`src/rtl/button_conditioner_if.sv`:
```
// Pushbutton bundle: raw buttons in, command pulses and levels out.
// master drives raw buttons; slave (conditioner) returns pulses/levels.
interface button_conditioner_if;
  logic       pause;
  logic       inc_hr;
  logic       inc_min;
  logic       dec_hr;
  logic       dec_min;
  logic       pause_p;
  logic       inc_hr_p;
  logic       inc_min_p;
  logic       dec_hr_p;
  logic       dec_min_p;
  logic [4:0] btn_level;

  modport master (
    output pause, inc_hr, inc_min, dec_hr, dec_min,
    input  pause_p, inc_hr_p, inc_min_p, dec_hr_p, dec_min_p,
    input  btn_level
  );

  modport slave (
    input  pause, inc_hr, inc_min, dec_hr, dec_min,
    output pause_p, inc_hr_p, inc_min_p, dec_hr_p, dec_min_p,
    output btn_level
  );
endinterface

```
`src/rtl/button_conditioner.sv`:
```
// Sync, debounce, press pulse and auto-repeat for five pushbuttons.
// Ports: clk_100MHz, reset (sync, high), btn (slave: raw in, pulses/levels out).
module button_conditioner #(
  parameter int DEBOUNCE_CYCLES = 1000000,
  parameter int REPEAT_DELAY    = 50000000,
  parameter int REPEAT_PERIOD   = 10000000
) (
  input  logic                  clk_100MHz,
  input  logic                  reset,
  button_conditioner_if.slave   btn
);

  localparam int RMAX =
    (REPEAT_DELAY > REPEAT_PERIOD) ?
    REPEAT_DELAY : REPEAT_PERIOD;
  localparam int DW = $clog2(DEBOUNCE_CYCLES) + 1;
  localparam int RW = $clog2(RMAX) + 1;

  localparam logic [DW-1:0] DB_LAST =
    DW'(DEBOUNCE_CYCLES - 1);
  localparam logic [RW-1:0] DLY_LAST =
    RW'(REPEAT_DELAY - 1);
  localparam logic [RW-1:0] PER_LAST =
    RW'(REPEAT_PERIOD - 1);

  typedef enum logic [1:0] {
    IDLE,
    DELAY,
    REPEAT
  } rpt_state_t;

  // bit order: {dec_min, dec_hr, inc_min, inc_hr, pause}
  logic [4:0] raw;
  logic [4:0] sync1;
  logic [4:0] sync2;
  logic [4:0] lvl;
  logic [4:0] rise;
  logic [4:0] fall;
  logic [4:0] rpt_due;
  logic [4:0] cmd;
  logic [4:0] p_q;

  assign raw = {btn.dec_min, btn.dec_hr,
                btn.inc_min, btn.inc_hr,
                btn.pause};

  always_ff @(posedge clk_100MHz) begin
    if (reset) begin
      sync1 <= '0;
      sync2 <= '0;
    end else begin
      sync1 <= raw;
      sync2 <= sync1;
    end
  end

  for (genvar g = 0; g < 5; g++) begin : g_db
    logic [DW-1:0] cnt;
    logic          lvl_r;
    logic          done;

    // level flips on the edge the count hits its last value
    assign done = (sync2[g] != lvl_r) &&
                  (cnt == DB_LAST);
    assign rise[g] = done & ~lvl_r;
    assign fall[g] = done &  lvl_r;
    assign lvl[g]  = lvl_r;

    always_ff @(posedge clk_100MHz) begin
      if (reset) begin
        cnt   <= '0;
        lvl_r <= 1'b0;
      end else if (sync2[g] == lvl_r) begin
        cnt <= '0;
      end else if (done) begin
        cnt   <= '0;
        lvl_r <= ~lvl_r;
      end else begin
        cnt <= cnt + DW'(1);
      end
    end
  end

  assign rpt_due[0] = 1'b0;

  for (genvar g = 1; g < 5; g++) begin : g_rpt
    rpt_state_t    st;
    logic [RW-1:0] rc;

    assign rpt_due[g] =
      ((st == DELAY)  && (rc == DLY_LAST)) ||
      ((st == REPEAT) && (rc == PER_LAST));

    always_ff @(posedge clk_100MHz) begin
      if (reset) begin
        st <= IDLE;
        rc <= '0;
      end else if (fall[g]) begin
        st <= IDLE;
        rc <= '0;
      end else begin
        unique case (st)
          IDLE: begin
            rc <= '0;
            if (rise[g]) st <= DELAY;
          end
          DELAY: begin
            if (rc == DLY_LAST) begin
              st <= REPEAT;
              rc <= '0;
            end else begin
              rc <= rc + RW'(1);
            end
          end
          REPEAT: begin
            if (rc == PER_LAST) rc <= '0;
            else rc <= rc + RW'(1);
          end
          default: begin
            st <= IDLE;
            rc <= '0;
          end
        endcase
      end
    end
  end

  // a repeat due on the release edge is dropped
  assign cmd = rise | (rpt_due & ~fall);

  // opposing commands on one field cancel
  always_ff @(posedge clk_100MHz) begin
    if (reset) begin
      p_q <= '0;
    end else begin
      p_q <= {cmd[4] & ~cmd[2],
              cmd[3] & ~cmd[1],
              cmd[2] & ~cmd[4],
              cmd[1] & ~cmd[3],
              cmd[0]};
    end
  end

  assign btn.pause_p   = p_q[0];
  assign btn.inc_hr_p  = p_q[1];
  assign btn.inc_min_p = p_q[2];
  assign btn.dec_hr_p  = p_q[3];
  assign btn.dec_min_p = p_q[4];
  assign btn.btn_level = lvl;

endmodule

```
`src/flat_wrapper.sv`:
```
// flat-port wrapper written by rule: the top's interface ports become plain ports
module button_conditioner_flat 
#(
  parameter int DEBOUNCE_CYCLES = 1000000,
  parameter int REPEAT_DELAY    = 50000000,
  parameter int REPEAT_PERIOD   = 10000000
)
  (clk_100MHz, reset, btn_pause, btn_inc_hr, btn_inc_min, btn_dec_hr, btn_dec_min, btn_pause_p, btn_inc_hr_p, btn_inc_min_p, btn_dec_hr_p, btn_dec_min_p, btn_btn_level);
  button_conditioner_if btn_i ();
  input  logic clk_100MHz;
  input  logic reset;
  input wire logic [$bits(btn_i.pause)-1:0] btn_pause;
  input wire logic [$bits(btn_i.inc_hr)-1:0] btn_inc_hr;
  input wire logic [$bits(btn_i.inc_min)-1:0] btn_inc_min;
  input wire logic [$bits(btn_i.dec_hr)-1:0] btn_dec_hr;
  input wire logic [$bits(btn_i.dec_min)-1:0] btn_dec_min;
  output wire logic [$bits(btn_i.pause_p)-1:0] btn_pause_p;
  output wire logic [$bits(btn_i.inc_hr_p)-1:0] btn_inc_hr_p;
  output wire logic [$bits(btn_i.inc_min_p)-1:0] btn_inc_min_p;
  output wire logic [$bits(btn_i.dec_hr_p)-1:0] btn_dec_hr_p;
  output wire logic [$bits(btn_i.dec_min_p)-1:0] btn_dec_min_p;
  output wire logic [$bits(btn_i.btn_level)-1:0] btn_btn_level;
  assign btn_i.pause = btn_pause;
  assign btn_i.inc_hr = btn_inc_hr;
  assign btn_i.inc_min = btn_inc_min;
  assign btn_i.dec_hr = btn_dec_hr;
  assign btn_i.dec_min = btn_dec_min;
  assign btn_pause_p = btn_i.pause_p;
  assign btn_inc_hr_p = btn_i.inc_hr_p;
  assign btn_inc_min_p = btn_i.inc_min_p;
  assign btn_dec_hr_p = btn_i.dec_hr_p;
  assign btn_dec_min_p = btn_i.dec_min_p;
  assign btn_btn_level = btn_i.btn_level;
  button_conditioner #(.DEBOUNCE_CYCLES(DEBOUNCE_CYCLES), .REPEAT_DELAY(REPEAT_DELAY), .REPEAT_PERIOD(REPEAT_PERIOD)) u_core (.clk_100MHz(clk_100MHz), .reset(reset), .btn(btn_i));
endmodule
```
`config.mk`:
```
export PLATFORM = sky130hd
export DESIGN_NAME = button_conditioner_flat
export DESIGN_NICKNAME = d
export VERILOG_FILES = /design/src/rtl/button_conditioner_if.sv /design/src/rtl/button_conditioner.sv /design/src/flat_wrapper.sv
export SDC_FILE = /design/constraint.sdc
export NUM_CORES = 1
export LEC_CHECK = 0
export CORE_UTILIZATION = 38
export DETAILED_ROUTE_END_ITERATION = 10
export GPL_TIMING_DRIVEN = 0
export SYNTH_ARGS = -nofsm -noshare
export SYNTH_HDL_FRONTEND = slang
export SYNTH_SLANG_ARGS = --single-unit
export TNS_END_PERCENT = 5
```
`constraint.sdc`:
```
create_clock -name clk_100MHz -period 2.2 [get_ports clk_100MHz]
set_input_delay 0.44 -clock clk_100MHz [delete_from_list [all_inputs] [get_ports clk_100MHz]]
set_output_delay 0.44 -clock clk_100MHz [all_outputs]
set_load 0.01 [all_outputs]
```
; Word level (Yosys, flattened, before mapping)
; Index checks and enable logic that the tools add are counted.
[classes]
add_sub_neg = 9
n_eq_ne = 39
muxes = 24
bitwise_logic = 35
n_reduce_logical = 39
[ops]
columns = cell, n
row1 = $mux 27, 8
row2 = $pmux 27 s2, 4
row3 = $add 27x1->27 const B, 4
row4 = $eq 27x24->1 const B, 4
row5 = $eq 27x26->1 const B, 4
row6 = $add 21x1->21 const B, 5
row7 = $eq 21x20->1 const B, 5
row8 = $pmux 2 s3, 4
row9 = $not 1->1, 18
row10 = $mux 2, 8
row11 = $reduce_or 3->1, 5
row12 = $and 1x1->1, 14
row13 = $logic_and 1x1->1, 13
row14 = $reduce_and 3->1, 4
row15 = $reduce_and 2->1, 5
row16 = $eq 2x1->1 const B, 4
row17 = $eq 2x2->1 const B, 4
row18 = $logic_not 2->1, 4
row19 = $ne 2x1->1 const B, 4
row20 = $ne 2x2->1 const B, 4
row21 = $reduce_or 2->1, 4
row22 = $and 5x5->5, 1
row23 = $eq 1x1->1, 5
row24 = $ne 1x1->1, 5
row25 = other kinds (3), 6
[word_totals]
reg_bits = 241
in_bits = 7
out_inout_bits = 10
wordCells = 167

; Logic depth before layout (Yosys ltp)
; Gate-level depths: netlist of the first run.
[logic_depth]
depth_word = 8
depth_mapped = 9
depth_no_buf = 7

; Worst setup path before layout of the first run
; No wires, ideal clock.
[synth_path]
kind = reg-to-reg
start = register u_core.g_rpt[4].rc[11]
end = register u_core.g_rpt[4].rc[10]
setup_ns = 0.115
t_arrival_ns = 2.093
required_time_ns = 2.085
slack_ns = -0.008
path_stages_with_launch = 7
path_buffers = 1
synth_period_minus_slack_ns = 2.208
path_cell_list = dfxtp_1 or4_1 or4_4 o31a_1 o211ai_4 buf_6 nor2_1
[synth_via]
elab_chain_len = 3
word_cells_on_any_way = 5
classes_between = eq/ne: 2 / mux: 3
[synth_lines]
columns = item, line
row1 = start: declaration, button_conditioner.sv:88  ; logic [RW-1:0] rc;
row2 = start signal: assignment, button_conditioner.sv:112  ; rc <= rc + RW'(1);
row3 = start signal: assignment, button_conditioner.sv:117  ; else rc <= rc + RW'(1);
row4 = $eq 27x24->1 or $eq 27x26->1 (tied branches), "button_conditioner.sv:116, button_conditioner.sv:108"
row5 = "$mux 27, on equally long branches", "button_conditioner.sv:116, button_conditioner.sv:108"
row6 = $pmux 27 s2 (*), button_conditioner.sv:102  ; unique case (st)
; Every way passes the cells marked *; elsewhere a longest branch is shown, timed or not.
; A chain may end at the register's enable or synchronous reset.

; Final worst setup path of the first run
[layout_path]
start = register u_core.g_db[2].cnt[10]
end = register u_core.g_rpt[2].rc[0]
[layout_via]
elab_chain_len = 4
[layout_lines]
columns = item, line
row1 = start: declaration, button_conditioner.sv:58  ; logic [DW-1:0] cnt;
row2 = start signal: assignment, button_conditioner.sv:79  ; cnt <= cnt + DW'(1);
row3 = $eq 21x20->1, button_conditioner.sv:64  ; (cnt == DB_LAST);
row4 = $logic_and 1x1->1, button_conditioner.sv:63  ; assign done = (sync2[g] != lvl_r) &&
row5 = $and 1x1->1, button_conditioner.sv:66  ; assign fall[g] = done & lvl_r;
row6 = $reduce_or 2->1 (no line), -
row7 = end signal: assignment, button_conditioner.sv:112
row8 = end signal: assignment, button_conditioner.sv:117
row9 = end: declaration, button_conditioner.sv:88
; Every way passes these cells.

==> results of run 1 <==
[final cells by class]
cell class | count | area [µm²]
Buffer | 31 | 204
Tap cell | 378 | 473
Timing Repair Buffer | 33 | 303
Clock buffer | 42 | 802
Inverter | 44 | 165
Multi-Input combinational cell | 936 | 6010
Sequential cell | 241 | 4840
Fill cell | 2785 | 15200
Clock inverter | 5 | 115
[per-stage QoR]
step	util (%)	hold slack [ns]	instances
final	46.0	0.438	1710
after floorplan	-	0.414	1254
after global placement	41.3	0.421	1648
after detailed placement	41.3	0.428	1648
after CTS	45.2	0.422	1703
after global routing	46.0	0.434	1710
[timing repair]
item                       4_1_cts  5_1_grt
gates resized for setup         29       46
gates cloned                     0        1
buffers inserted                 9        7
setup endpoints to repair      217      206
hold buffers                     0        0
pin swaps                       16       14
[registers in the layout, summed over array words and instances, names as in the netlist]
name,flops
u_core.g_db.cnt,105
u_core.sync1,5
u_core.sync2,5
u_core.p_q,5
u_core.g_db.lvl_r,5
u_core.g_rpt.rc,108
u_core.g_rpt.st,8
[worst max-delay path, delay by kind of cell, from the launching register on]
| family | cells | cell delay, ns |
|---|---|---|
| DFF | 1 | 0.32 |
| and+or+nand+nor | 3 | 1.00 |
| buffers and inverters | 2 | 0.29 |
| AOI/OAI and AO/OA | 2 | 0.47 |
[worst min path at each step]
| stage | startpoint | end | slack (ns) | cells past startpoint |
|---|---|---|---|---|
| floorplan | u_core.sync1[0] | u_core.sync2[0] | 0.41 | 1 |
| global placement | u_core.sync1[1] | u_core.sync2[1] | 0.42 | 1 |
| detailed placement | u_core.sync1[1] | u_core.sync2[1] | 0.43 | 1 |
| CTS | btn_pause | u_core.sync1[0] | 0.42 | 2 |
| global route | btn_pause | u_core.sync1[0] | 0.43 | 2 |
| finish | u_core.sync1[1] | u_core.sync2[1] | 0.44 | 1 |
[Yosys cell counts, drive strengths merged, types with 5 or more instances]
library cell,count
nor2b,18
nor3,43
nor4b,9
and4,25
nand4b,6
and2,9
or3,14
nor4,24
nand3,72
xor2,94
o21ai,5
dfxtp,241
nand4,54
nor2,258
nand2,75
inv,44
xnor2,109
ha,21
buf,16
clkbuf,17
and3,28
or4,10
[power breakdown]
| group | internal [mW] | total [mW] | switching [mW] | leakage [nW] |
|---|---|---|---|---|
| clock network | 2.85 | 4.64 | 1.79 | 0.449 |
| registers | 4.38 | 4.38 | 0.00587 | 1.95 |
| logic | 0.0292 | 0.0722 | 0.0430 | 1.66 |
[metal layers]
metal	track usage, %	wire length, µm	vias up
met5	0	0	-
li1	-	-	4404
met4	3.85	478	0
met3	2.45	653	40
met1	19.7	10800	3981
met2	24.9	9600	99
[logic make-up (layout without fill, tap and decap cells)]
| family | count (synthesis) | count (layout) | share of synthesized area, % |
|---|---|---|---|
| flip-flops | 241 | 241 | 44.0 |
| XOR/XNOR | 203 | 203 | 16.2 |
| multiplexers | 2 | 2 | 0.183 |
| buffers and inverters | 77 | 155 | 3.15 |
| adder cells (fa/ha/maj) | 21 | 21 | 2.40 |
| AO/OA/AOI/OAI | 42 | 42 | 3.17 |
| AND/OR/NAND/NOR | 668 | 668 | 30.9 |
==> flow_metrics.tcl, run 1 <==
set metrics [dict create \
    dr.pass1.iters 5 \
    status "finished, violations left" \
    final_common_cell "nor2_1" \
    h-tree-depth 1 \
    ant_nets 0 \
    reg2reg_from "u_core.g_db[2].cnt[10]" \
    crit_chain "or4_1, or4_4, o41a_1, o211ai_2, buf_4, buf_6, nor2_1" \
    synth_edf_count 0 \
    synth.net_count 1282 \
    synth_area_leader_cell "dfxtp_1" \
    gp_congestion 0.782 \
    grt_pass1_vias 8127 \
    start_util_pct 39.1 \
    synth_ff_type "dfxtp_1" \
    synth_area_leaders "dfxtp_1 44%, nor2_1 8.8%, xnor2_1 8.7%" \
    layout_common_cells "257 x nor2_1, 232 x dfxtp_1, 109 x xnor2_1, 94 x xor2_1, 75 x nand2_1" \
    slew-limit-headroom_pct 37.0 \
    vias 8524 \
    drt-initial-drc-count 505 \
    slew_viol_final 0 \
    fin_ws_ns -0.0279 \
    irDropWorstVdd_mv 0.495 \
    pre_cts_ws_ns -0.601 \
    stdcell_area_um2 12900 \
    synth-seq-cells 241 \
    cp-start-kind "register" \
    rrSetupSlack_ns -0.03 \
    required_ns 2.62 \
    area_growth_pct 17.7 \
    drv_cap 0 \
    cp.arrival_ns 2.65 \
    path_class "reg -> reg" \
    power.leakage_nw 4.05 \
    dpl_cell_area_um2 11600 \
    globalRoute.totalOverflow 0 \
    grt_antenna_before_repair 0 \
    cts_buffers 27 \
    drc 0 \
    hold_class "reg -> reg" \
    numClockSinks 241 \
    synthArstFlopShare_pct 0 \
    finalSetupTns_ns -0.648 \
    critical_path.max_fanout 10 \
    fmax_ghz 0.449 \
    core_area_um2 28100 \
    syn-mean-instance-area_um2 8.75 \
    period_share_pct 101 \
    viasPerCell 4.98 \
    synth_cell_type_count 61 \
    grt_pass1_wl_mm 37.1 \
    synthesis.area_um2 11000 \
    io_pins 17 \
    setup_violations 48 \
    die_y_um 172 \
    tightest_slew_ns 0.938 \
    skew_ns 0.0275 \
    die_area_um2 29500 \
    slowest_delay_ns 0.51 \
    die_w_um 172 \
    endpoint "u_core.g_rpt[2].rc[0]" \
    fin_nets 1342 \
    clk_pin_slew_ns 0.06 \
    cpMaxStageDelayCell "or4_1" \
    reg2regPathDepth 7 \
    hold_violations 0 \
    synth-seq-area-share_pct 44.0 \
    reg2reg_to "u_core.g_rpt[2].rc[0]" \
    diodes 0 \
    wl_per_cell_um 12.6 \
    insertion_delay_ns 0.55 \
    cts.root.buffer_cell "clkbuf_16" \
    rsz0062_at_grt "yes" \
    post-route-min-period_ns 2.23 \
    synthCells 1254 \
    drive_gt1_share_pct 9.16 \
    hpwl_mm 14.5 \
    power_density_nw_per_um2 704 \
    portBuffers 16 \
    cts_tree "done" \
    grtUsageTotal_pct 14.9 \
    crit_start "u_core.g_db[2].cnt[10]" \
    grt_max_degree 15 \
    worstSetupEndpointType "register" \
    violations "negative setup slack" \
    yosysWarnings 0 \
    finalPower_mw 9.09 \
    wirelength_mm 21.6 \
    rows 61 \
    clockBufferDepth 3 \
    synth.top_cell.area_share_pct 44.0 \
]
Note: power is estimated with default switching activity, not from simulation.
==> run 2: changes to the inputs <==
--- a/config.mk
+++ b/config.mk
@@ -7,7 +7,6 @@
 export LEC_CHECK = 0
 export CORE_UTILIZATION = 38
 export DETAILED_ROUTE_END_ITERATION = 10
-export GPL_TIMING_DRIVEN = 0
 export SYNTH_ARGS = -nofsm -noshare
 export SYNTH_HDL_FRONTEND = slang
 export SYNTH_SLANG_ARGS = --single-unit
==> run 2 against run 1 <==
Compared with the run above:
- the run still ends with negative setup slack left
- non-clock buffer count is 7 higher
- register-to-register slack hardly changed
- critical path depth is 1 lower
- power is 3.8% higher
- sequential power hardly changed
- core utilization is 0.37 points higher
- design area is 0.79% higher
- clock power is 7.5% higher
- sequential cell count stayed put
- maximum frequency is 0.22% lower
- final cell count is 0.58% higher
- critical endpoint is now u_core.g_rpt[2].rc[21]
- largest cell class unchanged
- largest power group unchanged
- highest routed layer unchanged
==> flow_metrics.tcl, run 2 (synthesis gave the netlist of run 1 again) <==
set metrics [dict create \
    holdPathStages 1 \
    gr-usage-met3_pct 2.31 \
    status "finished, violations left" \
    fmax_ghz 0.448 \
    slew_viol_final 0 \
    top_register "u_core.g_rpt.rc" \
    setup_violations 26 \
    insertion_delay_ns 0.55 \
    layout_common_cells "258 x nor2_1, 240 x dfxtp_1, 109 x xnor2_1, 94 x xor2_1, 75 x nand2_1" \
    critical_path.max_fanout 14 \
    clockBufferDepth 3 \
    cts.root.buffer_cell "clkbuf_16" \
    tightest_slew_ns 0.656 \
    fin_ws_ns -0.0328 \
    gp_congestion 0.773 \
    viasPerCell 4.93 \
    skew_ns 0.0222 \
    final.fill_count 2783 \
    postCtsSetupBuffers 0 \
    cp-start-kind "register" \
    grt_pass1_vias 8046 \
    cp_num_cells 6 \
    hold_class "reg -> reg" \
    post-route-min-period_ns 2.23 \
    multi_input_area_um2 5850 \
    drv_cap 0 \
    clk_pin_slew_ns 0.06 \
    grtUsageTotal_pct 14.5 \
    reg_top3 "u_core.g_rpt.rc (108), u_core.g_db.cnt (105), u_core.g_rpt.st (8)" \
    worstSetupEndpointType "register" \
    power_density_nw_per_um2 726 \
    rsz0062_at_grt "yes" \
    critPathBufInv 1 \
    diodes 0 \
    start_util_pct 39.1 \
    power.leakage_nw 4.17 \
    fin_hold_ws_ns 0.443 \
    required_ns 2.63 \
    grt_antenna_before_repair 0 \
    wl_per_cell_um 12.2 \
    grtUsageMet1_pct 18.7 \
    drive_gt1_share_pct 9.09 \
    cp.arrival_ns 2.67 \
    critPathTopFamily "simple AND/OR/NAND/NOR gates" \
    globalRoute.totalOverflow 0 \
    ant_nets 0 \
    dpl_cell_area_um2 11900 \
    portBuffers 16 \
    slowest_delay_ns 0.52 \
    path_class "reg -> reg" \
    cts_buffers 27 \
    slew-limit-headroom_pct 55.9 \
    grt_max_degree 30 \
    grtUsageMet2_pct 25.1 \
    cts_hold_buf 0 \
    violations "negative setup slack" \
    rows 61 \
    final_common_cell "nor2_1" \
    grt-busiest-layer "met2" \
    dr.pass1.iters 4 \
    area_growth_pct 18.6 \
    numClockSinks 241 \
    stdcell_area_um2 13000 \
    cts_tree "done" \
    drt-initial-drc-count 484 \
    drc 0 \
    wirelength_mm 21.0 \
    crit_chain "or4_1, or4_4, o41a_1, o211ai_4, buf_12, nor2_1" \
    register_area_um2 4830 \
    fin_nets 1349 \
    die_w_um 172 \
    die_area_um2 29500 \
    io_pins 17 \
    vias 8481 \
    cpMaxStageDelayCell "or4_1" \
    stdcell_count 1720 \
    dp_cells 1669 \
    h-tree-depth 1 \
    reg2regPathDepth 6 \
    postLayoutCoreUtil_pct 46.3 \
    irDropWorstVdd_mv 0.571 \
    core_area_um2 28100 \
    hpwl_mm 14.2 \
    period_share_pct 101 \
    die_y_um 172 \
    grt_pass1_wl_mm 36.3 \
    largest_register_ffs 108 \
    hold_violations 0 \
]
## run 2: cell types whose count changed in the layout (fill, tap and decap cells not counted), sizes merged
cell      change
buf          +21
clkinv        +8
clkbuf       -23
bufinv        +3
clkinvlp      +1
## run 2: path summary, 6_finish.rpt
kind,from,end,slack (ns)
setup / recovery,u_core.g_db[2].cnt[13],u_core.g_rpt[2].rc[21],-0.03
hold / removal,u_core.sync1[3],u_core.sync2[3],0.44
setup reg to reg,u_core.g_db[2].cnt[13],u_core.g_rpt[2].rc[21],-0.03
hold reg to reg,u_core.sync1[3],u_core.sync2[3],0.44
## run 2: final cells by class
cell class | count | share of cell area (%)
clock inverter | 17 | 1.97
clock buffer | 33 | 5.83
inverter | 44 | 1.27
timing repair buffer | 71 | 5.23
multi-input combinational | 936 | 45.0
sequential | 241 | 37.1
tap | 378 | 3.64
## run 2: worst register-to-register path, delay by kind of cell, from the launching register on
family / cells / cell delay [ns]
AOI/OAI and AO/OA: 2 / 0.53
buffers and inverters: 1 / 0.18
DFF: 1 / 0.30
and+or+nand+nor: 3 / 1.10
## run 2: power by group
group | switching [mW] | total [mW] | internal (mW)
Combinational | 0.0392 | 0.0729 | 0.0337
Sequential | 0.00630 | 4.38 | 4.38
Clock | 1.83 | 4.99 | 3.16
Total | 1.87 | 9.44 | 7.57
## run 2: what timing repair did
item                                    in CTS  in global routing
pin swaps                                    0                  2
endpoints found under the setup margin      27                107
gates cloned                                 1                  0
resized for setup                            3                  7
## run 2: metal layers
metal,routed length (µm),share of wire [%]
met3,605,2.9
met5,0,0
met4,412,2.0
met2,9710,46
met1,10300,49
## run 2: metrics by stage
stage               power [mW]  setup slack, ns  setup TNS (ns)
global route              9.79          -0.0875           -1.74
floorplan                 4.52          0.00534               0
CTS                       9.61          -0.0318          -0.370
detailed placement        4.55        -0.000704        -0.00177
finish                    9.44          -0.0328          -0.322
global placement          4.55          0.00791               0
==> run 3: changes to the inputs <==
--- a/config.mk
+++ b/config.mk
@@ -7,7 +7,7 @@
 export LEC_CHECK = 0
 export CORE_UTILIZATION = 38
 export DETAILED_ROUTE_END_ITERATION = 10
+export SETUP_SLACK_MARGIN = 0.4
 export SYNTH_ARGS = -nofsm -noshare
 export SYNTH_HDL_FRONTEND = slang
 export SYNTH_SLANG_ARGS = --single-unit
-export TNS_END_PERCENT = 5
==> run 3 against run 2 <==
Compared with the run above:
- the flow now finishes without violations
- maximum frequency is 1.9% higher
- global-route usage grew 1.4 points
- sequential share of layout area is 2.6 points lower
- via count rose by 3.9%
- non-clock buffer count is 50 higher
- critical path depth unchanged
- critical path type unchanged
- critical endpoint is now u_core.g_rpt[2].rc[18]
- largest power group unchanged
==> flow_metrics.tcl, run 3 (synthesis gave the netlist of run 1 again) <==
set metrics [dict create \
    drt-initial-drc-count 318 \
    tightest_slew_ns 0.656 \
    cts_hold_buf 0 \
    required_ns 2.62 \
    viasPerCell 4.98 \
    grtUsageMet1_pct 20.4 \
    area_growth_pct 29.0 \
    io_pins 17 \
    crit_chain "or4_1, or4_4, o41a_1, o211ai_4, buf_12, nor2_1" \
    die_y_um 172 \
    top_register "u_core.g_rpt.rc" \
    power_density_nw_per_um2 630 \
    gp_congestion 0.808 \
    reg_top3 "u_core.g_rpt.rc (108), u_core.g_db.cnt (105), u_core.g_rpt.st (8)" \
    wirelength_mm 23.1 \
    diodes 0 \
    portBuffers 16 \
    skew_ns 0.00729 \
    cts.root.buffer_cell "clkbuf_16" \
    core_area_um2 28100 \
    seqPwrFrac_pct 49.1 \
    slew_viol_final 0 \
    crit_start "u_core.g_db[2].cnt[13]" \
    path_class "reg -> reg" \
    finalPower_mw 8.91 \
    setup_violations 0 \
    dp_cells 1666 \
    switching_share_pct 20.2 \
    grt_max_degree 32 \
    p_switching_mw 1.80 \
    drv_cap 0 \
    largest_register_ffs 108 \
    clock_power_share_pct 49.9 \
    postLayoutCoreUtil_pct 50.4 \
    drc 0 \
    final.fill_count 2677 \
    die_area_um2 29500 \
    worstSetupEndpointType "register" \
    die_w_um 172 \
    wl_per_cell_um 13.0 \
    critical_path.max_fanout 22 \
    drive_gt1_share_pct 22.1 \
    finalSetupTns_ns 0 \
    multi_input_area_um2 6510 \
    grtUsageMet2_pct 27.3 \
    cp.arrival_ns 2.61 \
    grt_antenna_before_repair 0 \
    gr-usage-met3_pct 2.33 \
    pwr-share-comb_pct 1.0 \
    cp-start-kind "register" \
    rsz0062_at_grt "yes" \
    reg2regPathDepth 6 \
    fin_nets 1402 \
    hpwl_mm 14.4 \
    numClockSinks 241 \
    irDropWorstVdd_mv 0.551 \
    hold_violations 0 \
    dr.pass1.iters 4 \
    vias 8814 \
    fmax_ghz 0.456 \
    grtUsageTotal_pct 15.9 \
    slew-limit-headroom_pct 55.9 \
    ant_nets 0 \
    grt_pass1_wl_mm 39.4 \
    holdPathStages 1 \
    status "finished clean" \
    final_common_cell "dfxtp_1" \
    slowest_delay_ns 0.52 \
    cpMaxStageDelayCell "or4_1" \
    holdCritStartpoint "u_core.sync1[2]" \
    h-tree-depth 1 \
    grt-busiest-layer "met2" \
    power.leakage_nw 4.61 \
    post-route-min-period_ns 2.19 \
    layout_common_cells "209 x dfxtp_1, 197 x nor2_1, 108 x xnor2_1, 93 x xor2_1, 75 x buf_4" \
    globalRoute.totalOverflow 0 \
    rows 61 \
    pre_cts_ws_ns 0.00977 \
    fin_ws_ns 0.00893 \
    p_int_mw 7.11 \
    clk_pin_slew_ns 0.06 \
    hold_class "reg -> reg" \
    period_share_pct 99.6 \
    register_area_um2 4870 \
    reg2reg_from "u_core.g_db[2].cnt[13]" \
    grt_pass1_vias 8531 \
    stdcell_count 1770 \
    cts_tree "done" \
    cts_buffers 27 \
    start_util_pct 39.1 \
    insertion_delay_ns 0.53 \
    clockBufferDepth 3 \
]
-- run 3: cell count changes in the layout (fill, tap and decap cells not counted), sizes merged --
cell	change
buf	+50
bufinv	-4
clkbuf	+6
clkdlybuf4s50	-10
clkinv	-2
clkinvlp	-1
dlygate4sd2	+9
inv	-1
or3	+3
-- run 3: area by class of cell --
class	instances	share of cell area [%]
timing repair buffer	121	8.76
sequential	241	34.5
multi-input combinational	939	46.0
clock inverter	9	0.672
clock buffer	38	5.56
tap	378	3.34
inverter	44	1.17
-- run 3: repair_timing --
item                                    in CTS  in global routing
gates cloned                                 9                  1
buffers inserted                            38                  9
gates resized for setup                     94                116
pin swaps                                   31                 48
endpoints found under the setup margin     234                229
-- run 3: critical path, delay by kind of cell (launching register included) --
kind / cells / cell delay (ns)
buffers and inverters: 1 / 0.19
AOI/OAI and AO/OA: 2 / 0.49
and+or+nand+nor: 3 / 1.10
DFF: 1 / 0.30
-- run 3: through the flow --
stage	instance area (µm²)	hold WS, ns
2_1_floorplan	11100	0.403
3_3_place_gp	12000	0.421
3_5_place_dp	12000	0.431
4_1_cts	13700	0.433
5_1_grt	14100	0.465
6_report	14100	0.443
-- run 3: final timing paths --
check	endpoint	slack, ns
max	u_core.g_rpt[2].rc[18]	0.009
min	u_core.sync2[2]	0.44
max reg2reg	u_core.g_rpt[2].rc[18]	0.009
min reg2reg	u_core.sync2[2]	0.44
-- run 3: routing by layer --
metal	wire (µm)	vias up
li1	-	4542
met1	10900	4159
met2	11100	73
met3	550	40
met4	594	0
met5	0	-
-- run 3: power groups by stage --
stage               logic [mW]  clock network [mW]  registers [mW]
floorplan               0.0434                   0            4.48
global placement        0.0744                   0            4.48
detailed placement      0.0750                   0            4.48
CTS                     0.0832                4.60            4.38
global route            0.0982                4.79            4.38
finish                  0.0894                4.45            4.38
